===== src/rtl/vga_timing_gen.sv =====
// Parameterised VGA raster timing generator: h/v counters, sync pulses,
// active-area flag and line/frame strobes, advanced by a pixel tick.
module vga_timing_gen #(
    parameter int WIDTH    = 10,
    parameter int H_ACTIVE = 640,
    parameter int H_FP     = 16,
    parameter int H_SYNC   = 96,
    parameter int H_BP     = 48,
    parameter int V_ACTIVE = 480,
    parameter int V_FP     = 10,
    parameter int V_SYNC   = 2,
    parameter int V_BP     = 33,
    parameter bit H_POL    = 1'b0,
    parameter bit V_POL    = 1'b0
) (
    input  logic             clk,
    input  logic             rst,
    input  logic             en,
    output logic             hsync,
    output logic             vsync,
    output logic             video_on,
    output logic [WIDTH-1:0] x,
    output logic [WIDTH-1:0] y,
    output logic             line_end,
    output logic             frame_end
);

    localparam int H_TOTAL = H_ACTIVE + H_FP + H_SYNC + H_BP;
    localparam int V_TOTAL = V_ACTIVE + V_FP + V_SYNC + V_BP;

    localparam logic [WIDTH-1:0] H_LAST   = WIDTH'(H_TOTAL - 1);
    localparam logic [WIDTH-1:0] V_LAST   = WIDTH'(V_TOTAL - 1);
    localparam logic [WIDTH-1:0] HS_START = WIDTH'(H_ACTIVE + H_FP);
    localparam logic [WIDTH-1:0] HS_END   = WIDTH'(H_ACTIVE + H_FP + H_SYNC - 1);
    localparam logic [WIDTH-1:0] VS_START = WIDTH'(V_ACTIVE + V_FP);
    localparam logic [WIDTH-1:0] VS_END   = WIDTH'(V_ACTIVE + V_FP + V_SYNC - 1);
    localparam logic [WIDTH-1:0] H_ACT_W  = WIDTH'(H_ACTIVE);
    localparam logic [WIDTH-1:0] V_ACT_W  = WIDTH'(V_ACTIVE);

    if (WIDTH < 1 || WIDTH > 30) begin : g_bad_width
        $error("vga_timing_gen: WIDTH out of range");
    end
    if ((64'd1 << WIDTH) < 64'(H_TOTAL) || (64'd1 << WIDTH) < 64'(V_TOTAL)) begin : g_bad_total
        $error("vga_timing_gen: WIDTH too small for H_TOTAL/V_TOTAL");
    end
    if (H_ACTIVE < 1 || H_FP < 1 || H_SYNC < 1 || H_BP < 1 ||
        V_ACTIVE < 1 || V_FP < 1 || V_SYNC < 1 || V_BP < 1) begin : g_bad_region
        $error("vga_timing_gen: every region length must be at least 1");
    end

    logic [WIDTH-1:0] x_q, x_d;
    logic [WIDTH-1:0] y_q, y_d;
    logic             hsync_q, hsync_d;
    logic             vsync_q, vsync_d;
    logic             video_on_q, video_on_d;
    logic             line_end_w;
    logic             frame_end_w;

    always_comb begin
        line_end_w  = en && (x_q == H_LAST);
        frame_end_w = line_end_w && (y_q == V_LAST);
    end

    // Decode from next-state counts so sync/active line up with x/y.
    always_comb begin
        x_d = x_q;
        y_d = y_q;
        if (en) begin
            x_d = (x_q == H_LAST) ? '0 : x_q + 1'b1;
        end
        if (line_end_w) begin
            y_d = (y_q == V_LAST) ? '0 : y_q + 1'b1;
        end
        hsync_d    = (x_d >= HS_START && x_d <= HS_END) ? H_POL : !H_POL;
        vsync_d    = (y_d >= VS_START && y_d <= VS_END) ? V_POL : !V_POL;
        video_on_d = (x_d < H_ACT_W) && (y_d < V_ACT_W);
    end

    always_ff @(posedge clk) begin
        if (rst) begin
            x_q        <= '0;
            y_q        <= '0;
            hsync_q    <= !H_POL;
            vsync_q    <= !V_POL;
            video_on_q <= 1'b1;
        end else begin
            x_q        <= x_d;
            y_q        <= y_d;
            hsync_q    <= hsync_d;
            vsync_q    <= vsync_d;
            video_on_q <= video_on_d;
        end
    end

    assign x         = x_q;
    assign y         = y_q;
    assign hsync     = hsync_q;
    assign vsync     = vsync_q;
    assign video_on  = video_on_q;
    assign line_end  = line_end_w;
    assign frame_end = frame_end_w;

endmodule


===== config.mk =====
export PLATFORM = sky130hd
export DESIGN_NAME = vga_timing_gen
export DESIGN_NICKNAME = d
export VERILOG_FILES = /design/src/rtl/vga_timing_gen.sv
export SDC_FILE = /design/constraint.sdc
export NUM_CORES = 1
export LEC_CHECK = 0
export CAP_MARGIN = 20
export CORE_MARGIN = 2
export CORE_UTILIZATION = 48
export DETAILED_ROUTE_END_ITERATION = 10
export PLACE_DENSITY_LB_ADDON = 0.25
export SYNTH_ARGS = -nofsm -noshare
export SYNTH_HDL_FRONTEND = slang
export SYNTH_SLANG_ARGS = --single-unit

===== constraint.sdc =====
create_clock -name clk -period 3.6 [get_ports clk]
set_input_delay 1.08 -clock clk [delete_from_list [all_inputs] [get_ports clk]]
set_output_delay 1.08 -clock clk [all_outputs]
set_load 0.01 [all_outputs]

==> flow_summary.html <==
<table>
<tr><th>Metric</th><th>Value</th></tr>
<tr><th colspan="2">Critical path</th></tr>
<tr><td>Data arrival, critical path</td><td>2360 ps</td></tr>
<tr><td>Kind of launch point of the worst setup path</td><td>input pin</td></tr>
<tr><td>CP max stage cell</td><td>or4_4</td></tr>
<tr><td>Critical path start-end classification</td><td>input pin to output pin</td></tr>
<tr><td>Required time worst endpoint</td><td>2520 ps</td></tr>
<tr><td>Delay contributed by the slowest stage of the critical path</td><td>530 ps</td></tr>
<tr><td>Series of cell instances along the critical path</td><td>dlygate4sd2_1, nand3_2, or4_4, inv_2, and2_1, clkdlybuf4s15_2</td></tr>
<tr><td>Critical Path Fanout Max</td><td>3</td></tr>
<tr><td>Category of the worst setup path capture point</td><td>output pin</td></tr>
<tr><th colspan="2">Routing</th></tr>
<tr><td>Initial drt markers</td><td>27</td></tr>
<tr><td>Average detailed-routed wire length per instance</td><td>13.4 µm</td></tr>
<tr><td>Number of iterations in the first detailed-routing pass</td><td>4</td></tr>
<tr><td>Total wire length</td><td>2780 µm</td></tr>
<tr><td>Vias/cell</td><td>5.60</td></tr>
<tr><td>Post-route ant nets</td><td>0</td></tr>
<tr><td>Post-route DRC</td><td>0</td></tr>
<tr><td>Routed vias</td><td>1,160</td></tr>
<tr><th colspan="2">Timing</th></tr>
<tr><td>Transition at the pin with the smallest max-transition slack</td><td>just under 400 ps</td></tr>
<tr><td>Final period demand of the worst path</td><td>3440 ps</td></tr>
<tr><td>Final period util</td><td>0.955</td></tr>
<tr><td>Worst hold-check slack</td><td>roughly 540 ps</td></tr>
<tr><td>RSZ-0062 raised after global routing</td><td>no</td></tr>
<tr><td>Achievable frequency</td><td>291 MHz</td></tr>
<tr><td>Final total negative setup slack</td><td>0 ps</td></tr>
<tr><td>Final Hold Vio Count</td><td>0</td></tr>
<tr><td>Max_slew headroom</td><td>0.737</td></tr>
<tr><td>Max-slew violation total from the final report</td><td>0</td></tr>
<tr><td>Number of setup violations in the final report</td><td>0</td></tr>
<tr><td>Post-route clock skew</td><td>about 8.9 ps</td></tr>
<tr><th colspan="2">Global route</th></tr>
<tr><td>GRT Util Overall</td><td>0.215</td></tr>
<tr><td>GRT Residual Overflow</td><td>0</td></tr>
<tr><td>Number of global-route vias before repair</td><td>1,085</td></tr>
<tr><td>Pin count of the biggest net entering global routing</td><td>14</td></tr>
<tr><td>Wire length of the first global-routing pass</td><td>4600 µm</td></tr>
<tr><td>Number of antenna violations at the first check in global routing</td><td>0</td></tr>
<tr><th colspan="2">Flow run</th></tr>
<tr><td>Max Cap Violations</td><td>0</td></tr>
<tr><th colspan="2">Placement</th></tr>
<tr><td>DP Cell Count</td><td>just over 200</td></tr>
<tr><td>Sum of net half-perimeters after detailed placement</td><td>a little over 2000 µm</td></tr>
<tr><td>Final GP Congestion</td><td>around 0.9</td></tr>
<tr><td>Count of buffers from port buffering</td><td>27</td></tr>
<tr><th colspan="2">Pwr</th></tr>
<tr><td>Proportion of power drawn by flip-flops and latches</td><td>0.648</td></tr>
<tr><td>Part of the power in combinational logic</td><td>0.050</td></tr>
<tr><td>Pwr Density</td><td>around 260 nW/µm²</td></tr>
<tr><td>Proportion of total power due to net switching</td><td>0.233</td></tr>
<tr><td>Static leakage</td><td>0.525 nW</td></tr>
<tr><td>Worst IR drop on VDD</td><td>between 0.15 and 0.2 mV</td></tr>
<tr><td>Net Switching</td><td>between 0.09 and 0.1 mW</td></tr>
<tr><td>Clock power share</td><td>0.301</td></tr>
<tr><td>Int Power</td><td>~0.3 mW</td></tr>
<tr><th colspan="2">Logic synthesis</th></tr>
<tr><td>Mapped Avg Cell Area</td><td>8.15 µm²</td></tr>
<tr><td>Cells taking the most area after synthesis</td><td>dfxtp_1, nor2_1, nand3_1</td></tr>
<tr><td>Cell type contributing the most total cell area after synthesis</td><td>dfxtp_1</td></tr>
<tr><td>Fraction of synthesis flops using an asynchronous set or reset pin</td><td>0</td></tr>
<tr><td>Top FF cell, synth</td><td>dfxtp_1</td></tr>
<tr><td>Sequential cell area fraction in the yosys report</td><td>0.387</td></tr>
<tr><td>Post-synth EDFFs</td><td>0</td></tr>
<tr><td>Area share of the leading cell type in the synthesized netlist</td><td>0.387</td></tr>
<tr><td>Yosys reg bits</td><td>23</td></tr>
<tr><td>Post-Syn Area</td><td>1190 µm²</td></tr>
<tr><td>Post-synth cell types</td><td>41</td></tr>
<tr><td>Yosys warns</td><td>0</td></tr>
<tr><td>Net count of the mapped netlist</td><td>152</td></tr>
<tr><td>Cells after synthesis</td><td>roughly 150</td></tr>
<tr><th colspan="2">Hold path</th></tr>
<tr><td>Hold Path Class</td><td>register to register</td></tr>
<tr><th colspan="2">Layout</th></tr>
<tr><td>Fraction of layout instances using a drive strength above 1</td><td>0.0960</td></tr>
<tr><td>Final-layout fill cell count</td><td>215</td></tr>
<tr><td>Post-route insts no fill</td><td>207</td></tr>
<tr><td>Core occupancy in the finished layout</td><td>0.640</td></tr>
<tr><td>Post-layout nets</td><td>~180</td></tr>
<tr><td>Area delta synth-&gt;final</td><td>29.5%</td></tr>
<tr><td>Antenna diode count</td><td>0</td></tr>
<tr><th colspan="2">Floorplan</th></tr>
<tr><td>Row cnt</td><td>18</td></tr>
<tr><td>Die Ht</td><td>approximately 54 µm</td></tr>
<tr><td>Core Box Area</td><td>between 2000 and 2500 µm²</td></tr>
<tr><td>Die W</td><td>53.8 µm</td></tr>
<tr><td>Ports</td><td>28</td></tr>
<tr><td>Die Footprint</td><td>2890 µm²</td></tr>
<tr><td>Starting density of the core</td><td>0.494</td></tr>
<tr><th colspan="2">Clock network</th></tr>
<tr><td>Depth of the CTS H-tree</td><td>1</td></tr>
<tr><td>Clock Tree Buf Depth</td><td>2</td></tr>
<tr><td>Clock tree from TritonCTS</td><td>done</td></tr>
<tr><td>Clk slew on worst S/H paths</td><td>~140 ps</td></tr>
<tr><td>Clock sink total</td><td>23</td></tr>
<tr><td>Buffer type at the clock tree root</td><td>clkbuf_4</td></tr>
<tr><td>Worst skew pair latency</td><td>310 ps</td></tr>
<tr><td>TritonCTS Buffers</td><td>3</td></tr>
<tr><th colspan="2">Status</th></tr>
<tr><td>Run status</td><td>finished clean</td></tr>
</table>
-- sequential cells by signal (all words and copies together), names as in the netlist --
name / flops
x: 10
y: 10
hsync: 1
video_on: 1
vsync: 1
-- synthesized netlist by cell type, drive strengths merged (2+ instances only) --
master   n
xnor2    4
or4      3
nor2    21
or3      2
nand4    4
mux2i    2
nor3     6
and3     3
nand3b   2
a211oi   2
o21ai    7
and2     2
nand2b   2
a21oi    8
inv      5
dfxtp   23
xor2     4
nand3   11
clkbuf   4
nor2b    2
buf      2
o211ai   2
nand2   11
ha       3
-- cells by family after synthesis --
kind of cell | Yosys count | share of synthesized area
AND/OR/NAND/NOR | 74 | 0.330
XOR/XNOR | 8 | 0.0589
buffers and inverters | 11 | 0.0420
AO/OA/AOI/OAI | 25 | 0.134
flip-flops | 23 | 0.387
multiplexers | 2 | 0.0168
adder cells (fa/ha/maj) | 3 | 0.0315
-- worst paths after layout --
kind                            startpoint        end  slack [ps]  depth (start not counted)
worst max-delay path                    en  frame_end         160                          6
worst max register to register        x[5]      vsync         910                          7
worst min-delay path                  y[9]       y[9]         540                          2
worst min register to register        y[9]       y[9]         540                          2
-- metrics by stage --
stage	total power [mW]	instance area, µm²	setup WS (ps)
floorplan	0.276	1190	94.0
global placement	0.287	1510	-391
detailed placement	0.288	1510	-453
CTS	0.409	1540	159
global route	0.419	1540	82.8
finish	0.403	1540	163
-- worst max-delay path, delay by kind of cell --
kind / cells / cell delay [ps]
buffers and inverters: 3 / 530
AND/OR/NAND/NOR: 3 / 750
-- per-layer routing --
| layer | routed length (µm) | GRT usage | vias to the layer above |
|---|---|---|---|
| li1 | - | - | 585 |
| met1 | 1210 | 0.256 | 541 |
| met5 | 0 | 0 | - |
| met2 | 1420 | 0.372 | 28 |
| met3 | 103 | 0.0278 | 6 |
| met4 | 44 | 0.115 | 0 |
-- power by group through the flow --
stage | sequential (mW) | clock, mW | combinational (mW)
2_1_floorplan | 0.267 | 0 | 0.00889
3_3_place_gp | 0.266 | 0 | 0.0205
3_5_place_dp | 0.267 | 0 | 0.0210
4_1_cts | 0.261 | 0.127 | 0.0206
5_1_grt | 0.262 | 0.135 | 0.0221
6_report | 0.261 | 0.121 | 0.0203
-- final cells by class --
| class | count | area (µm²) | share of cell area |
|---|---|---|---|
| Clock inverter | 1 | 5.00 | 0.00325 |
| Inverter | 5 | 18.8 | 0.0122 |
| Multi-Input combinational cell | 112 | 683 | 0.443 |
| Sequential cell | 23 | 460 | 0.299 |
| Timing Repair Buffer | 33 | 314 | 0.204 |
| Tap cell | 30 | 37.5 | 0.0244 |
| Clock buffer | 3 | 22.5 | 0.0146 |
-- placed cells by master, fill, tap and decap left out, types with 4 or more instances in the layout --
master           count
nand2_1             11
xor2_1               4
xnor2_1              4
inv_1                4
dfxtp_1             23
o21ai_0              7
nand3_1             10
nor3_1               6
buf_4                6
nand4_1              4
nor2_1              21
a21oi_1              7
clkdlybuf4s50_1     24
-- what timing repair did --
item,CTS,global route
setup buffers,0,0
hold buffers,0,0
setup endpoints to repair,2,0
gates resized for setup,6,0
(Power assumes the default switching activity.)
